--- src/rtl/i2c_pkg.sv ---
// Shared types and constants for the byte-level I2C master.
package i2c_pkg;

    typedef enum logic [3:0] {
        ST_IDLE     = 4'd0,
        ST_START    = 4'd1,
        ST_ADDR     = 4'd2,
        ST_ADDR_ACK = 4'd3,
        ST_WR_BYTE  = 4'd4,
        ST_WR_ACK   = 4'd5,
        ST_RD_BYTE  = 4'd6,
        ST_RD_NACK  = 4'd7,
        ST_STOP     = 4'd8,
        ST_DONE     = 4'd9
    } i2c_mst_state_t;

    typedef logic [1:0] i2c_qtr_t;

    localparam logic I2C_RD = 1'b1;
    localparam logic I2C_WR = 1'b0;

endpackage

--- src/rtl/i2c_master_qtick.sv ---
// SCL quarter-period generator: a divider that pulses on the last cycle of each
// quarter and tracks the quarter index; it freezes while a slave stretches SCL.
module i2c_master_qtick
    import i2c_pkg::*;
#(
    parameter int CLK_DIV = 50
) (
    input  logic       i_clk,
    input  logic       i_rst_n,
    input  logic       i_en,
    input  logic       i_hold,
    output logic       o_qtick,
    output logic [1:0] o_qtr
);

    localparam int QW = $clog2(CLK_DIV);
    localparam logic [QW-1:0] QCNT_MAX = QW'(CLK_DIV - 1);

    logic [QW-1:0] r_qcnt;
    i2c_qtr_t      r_qtr;

    assign o_qtick = i_en && !i_hold && (r_qcnt == QCNT_MAX);
    assign o_qtr   = r_qtr;

    // Disabled means idle: both counters park at zero so a new transfer starts on Q0.
    always_ff @(posedge i_clk or negedge i_rst_n) begin
        if (!i_rst_n) begin
            r_qcnt <= '0;
            r_qtr  <= '0;
        end else if (!i_en) begin
            r_qcnt <= '0;
            r_qtr  <= '0;
        end else if (!i_hold) begin
            if (r_qcnt == QCNT_MAX) begin
                r_qcnt <= '0;
                r_qtr  <= r_qtr + 2'd1;
            end else begin
                r_qcnt <= r_qcnt + 1'b1;
            end
        end
    end

endmodule

--- src/rtl/i2c_master_pu.sv ---
// Byte-level I2C master: one single-byte read or write per command to a 7-bit
// addressed slave, open-drain SCL/SDA (0 = pull low, 1 = release).
module i2c_master_pu
    import i2c_pkg::*;
#(
    parameter int CLK_DIV = 50
) (
    input  logic       CLK,
    input  logic       RST_N,
    input  logic       CMD_VLD,
    output logic       CMD_RDY,
    input  logic       CMD_RW,
    input  logic [6:0] CMD_ADR,
    input  logic [7:0] CMD_DATA,
    output logic       RSP_VLD,
    output logic [7:0] RSP_DATA,
    output logic       RSP_NACK,
    output logic       BUSY,
    input  logic       SCL_i,
    output logic       SCL_o,
    input  logic       SDA_i,
    output logic       SDA_o,
    output logic [3:0] DBG_STATE
);

    // Handshake: a command transfers on a cycle with CMD_VLD && CMD_RDY; CMD_RDY is
    // high only in IDLE. The response is a single RSP_VLD pulse with no back-pressure.
    i2c_mst_state_t r_state, w_next;
    logic [7:0]     r_shift, r_data, r_rsp_data;
    logic [2:0]     r_bitcnt;
    logic           r_rw, r_nack;
    logic           w_accept, w_en, w_hold, w_qtick, w_end_q1, w_end_q3;
    logic           w_scl, w_sda, w_scl_bit;
    logic [1:0]     w_qtr;

    assign w_accept  = CMD_VLD && (r_state == ST_IDLE);
    assign w_en      = (r_state != ST_IDLE) && (r_state != ST_DONE);
    assign w_hold    = w_scl && !SCL_i;
    assign w_end_q1  = w_qtick && (w_qtr == 2'd1);
    assign w_end_q3  = w_qtick && (w_qtr == 2'd3);
    assign w_scl_bit = w_qtr[0] ^ w_qtr[1];

    i2c_master_qtick #(.CLK_DIV(CLK_DIV)) u_qtick (
        .i_clk   (CLK),
        .i_rst_n (RST_N),
        .i_en    (w_en),
        .i_hold  (w_hold),
        .o_qtick (w_qtick),
        .o_qtr   (w_qtr)
    );

    always_ff @(posedge CLK or negedge RST_N) begin
        if (!RST_N) r_state <= ST_IDLE;
        else        r_state <= w_next;
    end

    always_comb begin
        w_next = r_state;
        case (r_state)
            ST_IDLE:     if (w_accept) w_next = ST_START;
            ST_START:    if (w_end_q3) w_next = ST_ADDR;
            ST_ADDR:     if (w_end_q3 && r_bitcnt == 3'd0) w_next = ST_ADDR_ACK;
            ST_ADDR_ACK: if (w_end_q3) w_next = r_nack ? ST_STOP :
                                                (r_rw == I2C_RD) ? ST_RD_BYTE : ST_WR_BYTE;
            ST_WR_BYTE:  if (w_end_q3 && r_bitcnt == 3'd0) w_next = ST_WR_ACK;
            ST_WR_ACK:   if (w_end_q3) w_next = ST_STOP;
            ST_RD_BYTE:  if (w_end_q3 && r_bitcnt == 3'd0) w_next = ST_RD_NACK;
            ST_RD_NACK:  if (w_end_q3) w_next = ST_STOP;
            ST_STOP:     if (w_end_q3) w_next = ST_DONE;
            ST_DONE:     w_next = ST_IDLE;
            default:     w_next = ST_IDLE;
        endcase
    end

    // Line levels depend only on registered state, so SDA moves with the Q0 boundary.
    always_comb begin
        w_scl = 1'b1;
        w_sda = 1'b1;
        case (r_state)
            ST_START: begin
                w_sda = (w_qtr == 2'd0);
                w_scl = (w_qtr != 2'd3);
            end
            ST_ADDR, ST_WR_BYTE: begin
                w_scl = w_scl_bit;
                w_sda = r_shift[7];
            end
            ST_ADDR_ACK, ST_WR_ACK, ST_RD_BYTE, ST_RD_NACK: w_scl = w_scl_bit;
            ST_STOP: begin
                w_sda = w_qtr[1];
                w_scl = (w_qtr != 2'd0);
            end
            default: ;
        endcase
    end

    always_ff @(posedge CLK or negedge RST_N) begin
        if (!RST_N) begin
            r_shift    <= 8'h00;
            r_data     <= 8'h00;
            r_rsp_data <= 8'h00;
            r_bitcnt   <= 3'd7;
            r_rw       <= I2C_WR;
            r_nack     <= 1'b0;
        end else if (w_accept) begin
            r_rw     <= CMD_RW;
            r_data   <= CMD_DATA;
            r_shift  <= {CMD_ADR, CMD_RW};
            r_nack   <= 1'b0;
            r_bitcnt <= 3'd7;
        end else begin
            case (r_state)
                ST_ADDR, ST_WR_BYTE: if (w_end_q3) begin
                    r_shift  <= {r_shift[6:0], 1'b0};
                    r_bitcnt <= r_bitcnt - 3'd1;
                end
                ST_ADDR_ACK: begin
                    if (w_end_q1 && SDA_i) r_nack <= 1'b1;
                    if (w_end_q3) begin
                        r_shift  <= r_data;
                        r_bitcnt <= 3'd7;
                    end
                end
                ST_WR_ACK: if (w_end_q1 && SDA_i) r_nack <= 1'b1;
                ST_RD_BYTE: begin
                    if (w_end_q1) r_shift  <= {r_shift[6:0], SDA_i};
                    if (w_end_q3) r_bitcnt <= r_bitcnt - 3'd1;
                end
                // Read data is published only for a completed, acknowledged read.
                ST_STOP: if (w_end_q3 && r_rw == I2C_RD && !r_nack) r_rsp_data <= r_shift;
                default: ;
            endcase
        end
    end

    assign SCL_o     = w_scl;
    assign SDA_o     = w_sda;
    assign CMD_RDY   = (r_state == ST_IDLE);
    assign BUSY      = (r_state != ST_IDLE);
    assign RSP_VLD   = (r_state == ST_DONE);
    assign RSP_NACK  = r_nack;
    assign RSP_DATA  = r_rsp_data;
    assign DBG_STATE = r_state;

endmodule

--- config.mk ---
export PLATFORM = sky130hd
export DESIGN_NAME = i2c_master_pu
export DESIGN_NICKNAME = d
export VERILOG_FILES = /design/src/rtl/i2c_pkg.sv /design/src/rtl/i2c_master_qtick.sv /design/src/rtl/i2c_master_pu.sv
export SDC_FILE = /design/constraint.sdc
export NUM_CORES = 1
export LEC_CHECK = 0
export CAP_MARGIN = 15
export CORE_UTILIZATION = 45
export DETAILED_ROUTE_END_ITERATION = 7
export PLACE_DENSITY = 0.74
export REMOVE_ABC_BUFFERS = 1
export SYNTH_ARGS = -nofsm -noshare
export SYNTH_HDL_FRONTEND = slang
export SYNTH_SLANG_ARGS = --single-unit
--- constraint.sdc ---
create_clock -name CLK -period 3.3 [get_ports CLK]
set_input_delay 0.495 -clock CLK [delete_from_list [all_inputs] [get_ports CLK]]
set_output_delay 0.495 -clock CLK [all_outputs]
set_load 0.02 [all_outputs]
==> results.json, run 1 <==
{
  "clock_insertion_delay_worst_skew_ns": 0.30,
  "drt-total-wl_mm": 4.91,
  "total_power_uw": 1380,
  "status": "finished clean",
  "placement.io_buffers": 38,
  "total_leakage_power_uw": 0.00125,
  "clock_root_cell": "clkbuf_8",
  "crit_chain": "buf_4, inv_1, nor3_1, a21oi_1, o32ai_1, o21ai_0, clkdlybuf4s50_1",
  "critPathMaxStageDelay_ns": 0.63,
  "netlist_instances": 221,
  "synth_cell_type_count": 51,
  "synth_area_sq_um": 2330,
  "drt-initial-drc-count": 109,
  "std_cell_rows": 25,
  "cellPowerDensity_nw_per_um2": 482,
  "gpl.final_weighted_congestion": 0.861,
  "skew_ns": 0.00617,
  "numCtsBuffers": 5,
  "timing.max_cap.violations": 0,
  "final_max_slew_viol_count": 0,
  "synth.mux.area_fraction": 0.176,
  "critical_path.reg2reg.startpoint": "DBG_STATE[2]",
  "largest_fanout_on_the_critical_path": 11,
  "ant_nets": 0,
  "vias_per_cell": 5.49,
  "synth_simple_gate_area_frac": 0.174,
  "avgRoutedWirePerCell_um": 15.1,
  "post-route-min-period_ns": 2.87,
  "fill_cells": 412,
  "post-cts-setup-buffers": 0,
  "finalWorstSetupSlack_ns": 0.435,
  "finalCritPeriodShare": 0.868,
  "finalHoldViolations": 0,
  "total_negative_slack_ns": 0,
  "dpl.cell_count": 318,
  "detailroute.via_count": 1790,
  "clock_tree_from_tritoncts": "yes",
  "final_net_count": 286,
  "fmax_ghz": 0.349,
  "grt_pass1_vias": 1628,
  "syn-mean-instance-area_sq_um": 10.5,
  "synth_ff_type": "dfrtp_1",
  "cpMaxStageDelayCell": "clkdlybuf4s50_1",
  "worst_pin_slew_ns": 0.882,
  "seq_area_frac_synth": 0.442,
  "ys_async_sr_fraction": 1.00,
  "numClockSinks": 41,
  "drive_above_1_share": 0.197,
  "grt_usage": 0.193,
  "synth_compound_gate_area_share": 0.118,
  "ys_ff_latch": 41,
  "start_point_of_the_critical_path": "DBG_STATE[3]",
  "endpoint_kind": "output pin",
  "coreArea_sq_um": 4850,
  "worstPathArrival_ns": 2.37,
  "synth_top_family_by_area": "multiplexers",
  "startpoint_type": "flop",
  "synth_adder_area_share": 0.0376,
  "dp.final_hpwl_mm": 3.39,
  "rsz_0062_raised_after_global_routing": "no",
  "initial_utilization": 0.480,
  "peakVddDrop_uv": 297,
  "relSlewSlack": 0.412,
  "number_of_failing_setup_endpoints_in_the_final_timing_report": 0,
  "antenna_cells_inserted": 0,
  "dieWidth_um": 73.9,
  "critical_path_required_ns": 2.80,
  "setup.worst_path.class": "reg2out",
  "htree_levels": 2,
  "ios": 39,
  "grt_pass1_wl_mm": 7.84,
  "dp_worst_setup_slack_ns": 0.570,
  "cts-root-to-sink-buffers": 2,
  "yosysWarningCount": 0,
  "grt_max_degree": 42,
  "hold_class": "in2async",
  "drt_pass1_iterations": 4,
  "layoutNonFillerInstCount": 326,
  "grt_antenna_before_repair": 0,
  "ctsResizeCount": 0,
  "dieArea_sq_um": 5470,
  "die_h_um": 73.9,
  "count_of_hold_buffers_inserted_by_post_cts_repair": 0,
  "synth_edf_count": 0,
  "syn_to_final_growth_pct": 22.8,
  "globalRouteOverflowTotal": 0,
  "cts.reportedPaths.clkPinSlew_ns": 0.08,
  "synth_xor_xnor_area_share": 0.0113,
  "detail_route.drc_violations": 0
}
==> power breakdown <==
part           switching [uW]  leakage [uW]  internal, uW
Sequential               96.4      0.000520           610
Clock                     187     0.0000549           193
Combinational             114      0.000674           179
Total                     397       0.00125           982
==> path summary, 6_finish.rpt <==
check	to	slack (ns)	cells after the start
setup / recovery	SDA_o	0.43	7
hold / removal	u_qtick.r_qcnt[3]	0.31	1
setup reg to reg	r_shift[3]	0.56	6
hold reg to reg	r_rw	0.49	2
max in group asynchronous	RSP_DATA[5]	2.44	1
min in group CLK	r_rw	0.49	2
==> critical path, delay by kind of cell (launching register included) <==
kind,cells,cell delay (ns)
buf+inv,3,1.06
flops,1,0.49
compound gates,3,0.43
simple gates,1,0.09
==> cells by family after synthesis <==
| kind of cell | after synthesis |
|---|---|
| AND/OR/NAND/NOR | 72 |
| AO/OA/AOI/OAI | 42 |
| flip-flops | 41 |
| multiplexers | 35 |
| buffers and inverters | 21 |
| adder cells (fa/ha/maj) | 7 |
| XOR/XNOR | 3 |
==> cell usage in the layout, fill, tap and decap left out, types with 3 or more instances in the layout <==
master,synthesis,final
buf_4,0,4
mux2_2,16,16
o21ai_0,6,6
mux2_4,8,8
nand2b_1,3,3
inv_1,9,9
nor2b_1,4,4
dfstp_2,3,3
ha_1,7,7
clkdlybuf4s50_1,0,37
nor2_1,27,27
mux2i_1,11,11
a21oi_1,20,20
nand2_1,9,9
nor3_1,5,5
nand3_1,4,4
dfrtp_1,38,38
clkbuf_8,0,7
==> Yosys cell counts, types with 2 or more instances <==
cell / instances / area (sq um)
nor3_1: 5 / 25.0
nor2b_1: 4 / 25.0
a21oi_1: 20 / 100
nor3_2: 2 / 20.0
clkbuf_1: 7 / 26.3
nand2_1: 9 / 33.8
dfstp_2: 3 / 78.8
mux2_2: 16 / 180
nor2_1: 27 / 101
nand3_1: 4 / 20.0
o21ai_0: 6 / 30.0
and2_1: 2 / 12.5
and3_1: 2 / 12.5
ha_1: 7 / 87.6
a211oi_2: 2 / 25.0
buf_2: 2 / 10.0
nor4b_1: 2 / 17.5
inv_1: 9 / 33.8
mux2i_1: 11 / 110
mux2_4: 8 / 120
nand2b_1: 3 / 18.8
dfrtp_1: 38 / 951
a31oi_1: 2 / 12.5
xnor2_1: 2 / 17.5
buf_6: 2 / 22.5
==> layer usage <==
layer | up-vias | part of all wire | wire length, um | global-route usage
met5 | - | 0 | 0 | 0
li1 | 860 | - | - | -
met2 | 61 | 0.46 | 2270 | 0.292
met3 | 10 | 0.052 | 257 | 0.0379
met4 | 0 | 0.018 | 87 | 0.0705
met1 | 859 | 0.47 | 2300 | 0.276
==> cell type report <==
class | instances | area [sq um] | share of cell area
clock buffers | 7 | 96.3 | 0.0337
clock inverters | 1 | 8.76 | 0.00306
inverters | 9 | 33.8 | 0.0118
multi-input cells | 159 | 1200 | 0.420
flip-flops and latches | 41 | 1030 | 0.360
well taps | 67 | 83.8 | 0.0293
repair buffers | 42 | 405 | 0.142
==> metrics by stage <==
step | instance area, sq um | hold WS, ns | utilization
after CTS | 2860 | 0.348 | 0.590
after global routing | 2860 | 0.383 | 0.590
after detailed placement | 2760 | 0.476 | 0.568
after floorplan | 2270 | 0.199 | -
final | 2860 | 0.307 | 0.590
after global placement | 2760 | 0.465 | 0.568
==> sequential cells by signal, summed over array words and instances (netlist names) <==
register and flops:
r_bitcnt 3, r_data 8, r_shift 8, r_rw 1, u_qtick.r_qcnt 6, RSP_DATA 8
RSP_NACK 1, u_qtick.o_qtr 2, DBG_STATE 4
No activity file was read; power rests on OpenSTA's default activity.
==> inputs of run 2 (changes only) <==
Settings changed: CTS_CLUSTER_SIZE set to 8, RECOVER_POWER set to 25, REMOVE_ABC_BUFFERS 1 to not set.
==> run 2 against run 1 <==
- the flow now finishes with violations (capacitance limit, slew limit)
- core utilization grew 0.13 points
- clock power shrank 4%
- die area is the same
- worst setup slack lost 0.13 ns
- critical path type unchanged
- largest cell class unchanged
- largest power group unchanged
- highest routed layer unchanged
==> results.json, run 2 (synthesis results as in run 1) <==
{
  "hold_path.startpoint": "r_rw",
  "number_of_failing_setup_endpoints_in_the_final_timing_report": 0,
  "clock_root_cell": "clkbuf_8",
  "initial_utilization": 0.480,
  "cts-root-to-sink-buffers": 2,
  "drive_above_1_share": 0.196,
  "peakVddDrop_uv": 254,
  "count_of_hold_buffers_inserted_by_post_cts_repair": 0,
  "critical_path_required_ns": 2.80,
  "clock_tree_from_tritoncts": "yes",
  "fin_util": 0.591,
  "ios": 39,
  "internal_power_uw": 982,
  "largest_fanout_on_the_critical_path": 19,
  "setup.worst_path.class": "reg2out",
  "antenna_cells_inserted": 0,
  "htree_levels": 2,
  "syn_to_final_growth_pct": 23.1,
  "fill_cells": 419,
  "grt_max_degree": 42,
  "commonest_cells_after_routing_fill_and_taps_aside": "dfrtp_1 (38), clkdlybuf4s50_1 (37), nor2_1 (27)",
  "dieWidth_um": 73.9,
  "coreArea_sq_um": 4850,
  "total_leakage_power_uw": 0.00125,
  "placement.io_buffers": 38,
  "numClockSinks": 41,
  "sequential_power_share": 0.514,
  "detail_route.drc_violations": 0,
  "synth_fp_nets": 249,
  "total_negative_slack_ns": 0,
  "ant_nets": 0,
  "worst_hold_slack_ns": 0.490,
  "drt_pass1_iterations": 5,
  "die_h_um": 73.9,
  "startpoint_type": "flop",
  "post-route-min-period_ns": 3.00,
  "power.combinational.fraction": 0.218,
  "drt-initial-drc-count": 132,
  "skew_ns": 0.00459,
  "start_point_of_the_critical_path": "DBG_STATE[3]",
  "post-cts-setup-buffers": 0,
  "worst_pin_slew_ns": 2.11,
  "final_max_slew_viol_count": 42,
  "critical_path.reg2reg.startpoint": "DBG_STATE[3]",
  "final_net_count": 287,
  "avgRoutedWirePerCell_um": 14.5,
  "cts.reportedPaths.clkPinSlew_ns": 0.08,
  "clock_share_of_power": 0.269,
  "timing.max_cap.violations": 1,
  "dieArea_sq_um": 5470,
  "gpl.final_weighted_congestion": 0.862,
  "drt-total-wl_mm": 4.74,
  "multi_input_comb_area_sq_um": 1200,
  "fmax_ghz": 0.334,
  "globalRouteOverflowTotal": 0,
  "vias_per_cell": 5.40,
  "worstPathArrival_ns": 2.50,
  "rsz_0062_raised_after_global_routing": "no",
  "ctsResizeCount": 0,
  "finalCritPeriodShare": 0.908,
  "grt_pass1_vias": 1660,
  "grt_antenna_before_repair": 0,
  "grt_pass1_wl_mm": 7.94,
  "finalHoldViolations": 0,
  "status": "finished, violations left",
  "clock_insertion_delay_worst_skew_ns": 0.29,
  "swShare": 0.277,
  "endpoint_kind": "output pin",
  "dp.final_hpwl_mm": 3.39,
  "std_cell_rows": 25,
  "power_switching_uw": 377,
  "final_common_cell": "dfrtp_1",
  "relSlewSlack": -0.407,
  "grt_usage": 0.196,
  "hold_class": "reg2reg",
  "seqCellArea_sq_um": 1030,
  "detailroute.via_count": 1765,
  "cellPowerDensity_nw_per_um2": 474,
  "violations_in_the_final_reports": "capacitance limit, slew limit",
  "numCtsBuffers": 5,
  "final_design_area_no_fill_sq_um": 2870,
  "place_area_sq_um": 2760
}
## run 2: cell count changes in the layout (fill, tap and decap cells not counted), sizes merged
cell | previous run | this run
clkbuf | 7 | 8
## run 2: area by class of cell
| class | instances | area share |
|---|---|---|
| multi-input cells | 159 | 0.419 |
| flip-flops and latches | 41 | 0.359 |
| repair buffers | 43 | 0.144 |
| clock buffers | 7 | 0.0336 |
| well taps | 67 | 0.0292 |
| inverters | 9 | 0.0118 |
| clock inverters | 1 | 0.00306 |
## run 2: worst max-delay path: stages, from the launching register on
cell and delay (ns):
dfrtp_1 0.73, inv_1 0.28, nor3_1 0.27, a21oi_1 0.06, o32ai_1 0.14, o21ai_0 0.14
clkdlybuf4s50_1 0.57
## run 2: per-layer routing
metal / wire, um / track usage / up-vias
met5: 0 / 0 / -
met4: 65 / 0.0748 / 0
met3: 150 / 0.0407 / 6
met2: 2270 / 0.291 / 32
met1: 2250 / 0.282 / 869
li1: - / - / 858
## run 2: final timing paths
check | to | slack, ns | cells past startpoint
setup / recovery | SDA_o | 0.30 | 6
hold / removal | r_rw | 0.49 | 2
setup reg to reg | r_shift[2] | 0.50 | 6
hold reg to reg | r_rw | 0.49 | 2
max in group asynchronous | RSP_NACK | 1.29 | 1
min in group asynchronous | u_qtick.r_qcnt[2] | 0.80 | 1
## run 2: power by group through the flow
| stage | combinational [uW] | sequential [uW] | clock, uW |
|---|---|---|---|
| floorplan | 227 | 680 | 0 |
| global placement | 290 | 702 | 0 |
| detailed placement | 299 | 708 | 0 |
| CTS | 300 | 698 | 375 |
| global route | 326 | 714 | 401 |
| finish | 296 | 698 | 365 |
## run 2: stage by stage
stage          cells  worst slack (ns)  total power [uW]
6_report         327             0.302              1360
5_1_grt          327             0.158              1440
4_1_cts          327             0.304              1370
3_5_place_dp     319             0.539              1010
3_3_place_gp     319             0.585               992
2_1_floorplan    221             0.879               907
==> inputs of run 3 (changes only) <==
Settings changed: GPL_ROUTABILITY_DRIVEN set to 0.
Clock period 3.3 ns to 3.1 ns, I/O delays scaled along.
==> run 3 against run 2 <==
- the flow still finishes with violations (capacitance limit, slew limit)
- sequential cell count did not move
- worst setup slack better by 0.10 ns
- register-to-register slack got worse by 0.09 ns
- core utilization increased by 0.13 points
- clock skew down 0.00092 ns
- largest power group unchanged
- highest routed layer unchanged
==> results.json, run 3 (synthesis results as in run 1) <==
{
  "post-cts-setup-buffers": 0,
  "vias_per_cell": 5.38,
  "placement.io_buffers": 38,
  "post-route-min-period_ns": 2.69,
  "clock_insertion_delay_worst_skew_ns": 0.29,
  "finalCritPeriodShare": 0.869,
  "drt-initial-drc-count": 85,
  "swShare": 0.284,
  "skew_ns": 0.00367,
  "total_negative_slack_ns": 0,
  "initial_utilization": 0.480,
  "dpl.cell_count": 321,
  "ant_nets": 0,
  "number_of_failing_setup_endpoints_in_the_final_timing_report": 0,
  "final_net_count": 289,
  "endpoint_kind": "output pin",
  "drt_pass1_iterations": 4,
  "synth_fp_nets": 249,
  "critPathMaxStageDelay_ns": 0.64,
  "hold_path.startpoint": "r_rw",
  "syn_to_final_growth_pct": 23.4,
  "power.combinational.fraction": 0.225,
  "drive_above_1_share": 0.202,
  "cellPowerDensity_nw_per_um2": 497,
  "peakVddDrop_uv": 249,
  "final_design_area_no_fill_sq_um": 2870,
  "total_leakage_power_uw": 0.00126,
  "rsz_0062_raised_after_global_routing": "no",
  "cpMaxStageDelayCell": "clkdlybuf4s50_1",
  "worstPathArrival_ns": 2.23,
  "antenna_cells_inserted": 0,
  "numCtsBuffers": 5,
  "critical_path.n_buffers_inverters": 1,
  "largest_fanout_on_the_critical_path": 5,
  "finalWorstSetupSlack_ns": 0.406,
  "fill_cells": 434,
  "cts-root-to-sink-buffers": 2,
  "multi_input_comb_area_sq_um": 1200,
  "die_h_um": 73.9,
  "globalRouteOverflowTotal": 0,
  "drt-total-wl_mm": 4.79,
  "clock_root_cell": "clkbuf_8",
  "grt_pass1_vias": 1680,
  "commonest_cells_after_routing_fill_and_taps_aside": "dfrtp_1 (38), clkdlybuf4s50_1 (37), nor2_1 (27)",
  "seqCellArea_sq_um": 1030,
  "htree_levels": 2,
  "grt_antenna_before_repair": 0,
  "power_switching_uw": 405,
  "hold_class": "reg2reg",
  "avgRoutedWirePerCell_um": 14.6,
  "critical_path.reg2reg.startpoint": "u_qtick.o_qtr[0]",
  "crit_chain": "ha_1, a211o_1, a32oi_1, clkdlybuf4s50_1",
  "final_common_cell": "dfrtp_1",
  "start_point_of_the_critical_path": "u_qtick.o_qtr[0]",
  "dieWidth_um": 73.9,
  "count_of_hold_buffers_inserted_by_post_cts_repair": 0,
  "cts.reportedPaths.clkPinSlew_ns": 0.08,
  "coreArea_sq_um": 4850,
  "sequential_power_share": 0.518,
  "detail_route.drc_violations": 0,
  "grt_max_degree": 42,
  "grt_pass1_wl_mm": 7.83,
  "dieArea_sq_um": 5470,
  "grt_usage": 0.193,
  "dp_worst_setup_slack_ns": 0.430,
  "clock_share_of_power": 0.257,
  "layoutNonFillerInstCount": 329,
  "relSlewSlack": -0.435,
  "clock_tree_from_tritoncts": "yes",
  "timing.max_cap.violations": 1,
  "numClockSinks": 41,
  "worst_pin_slew_ns": 2.15,
  "setup.worst_path.class": "reg2out",
  "ios": 39,
  "std_cell_rows": 25,
  "status": "finished, violations left",
  "cpLargestDelayFamily": "buffers and inverters",
  "internal_power_uw": 1020,
  "dp.final_hpwl_mm": 3.48,
  "place_area_sq_um": 2780,
  "finalHoldViolations": 0,
  "detailroute.via_count": 1771,
  "final_max_slew_viol_count": 42,
  "critical_path_required_ns": 2.63,
  "fmax_ghz": 0.371,
  "startpoint_type": "flop",
  "ctsResizeCount": 0,
  "violations_in_the_final_reports": "capacitance limit, slew limit"
}
## run 3: power by group through the flow
stage	sequential (uW)	combinational, uW	clock (uW)
after floorplan	723	242	0
after global placement	743	316	0
after detailed placement	750	324	0
after CTS	740	325	377
after global routing	760	360	402
final	740	321	367
## run 3: per-layer routing
metal / GRT usage / wire (um) / vias to the layer above
met5: 0 / 0 / -
met3: 0.0339 / 180 / 9
met1: 0.265 / 2300 / 847
li1: - / - / 865
met4: 0.0833 / 93 / 0
met2: 0.301 / 2220 / 50
## run 3: layout make-up
class,count,area share
clock buffers,6,0.0287
clock inverters,2,0.00479
inverters,9,0.0118
multi-input cells,159,0.419
flip-flops and latches,41,0.358
well taps,67,0.0292
repair buffers,45,0.149
## run 3: worst paths after layout
| path | endpoint | slack, ns | depth (start not counted) |
|---|---|---|---|
| worst max-delay path | SCL_o | 0.41 | 4 |
| worst min-delay path | r_rw | 0.49 | 2 |
| worst max register to register | r_shift[4] | 0.41 | 7 |
| worst min register to register | r_rw | 0.49 | 2 |
| max in group asynchronous | r_shift[4] | 1.08 | 1 |
| min in group asynchronous | u_qtick.r_qcnt[3] | 0.79 | 1 |
## run 3: through the flow
stage / total power [uW] / hold slack [ns] / utilization
final: 1430 / 0.495 / 0.593
after CTS: 1440 / 0.325 / 0.593
after global routing: 1520 / 0.524 / 0.593
after floorplan: 965 / 0.169 / -
after global placement: 1060 / 0.459 / 0.573
after detailed placement: 1070 / 0.470 / 0.573
## run 3: worst register-to-register path, cell delays in order, from the launching register on
cell	delay [ns]
dfrtp_1	0.43
ha_1	0.29
a211o_1	0.35
a211oi_2	0.31
a21o_4	0.21
nor3_2	0.08
o32a_1	0.54
mux2_4	0.37
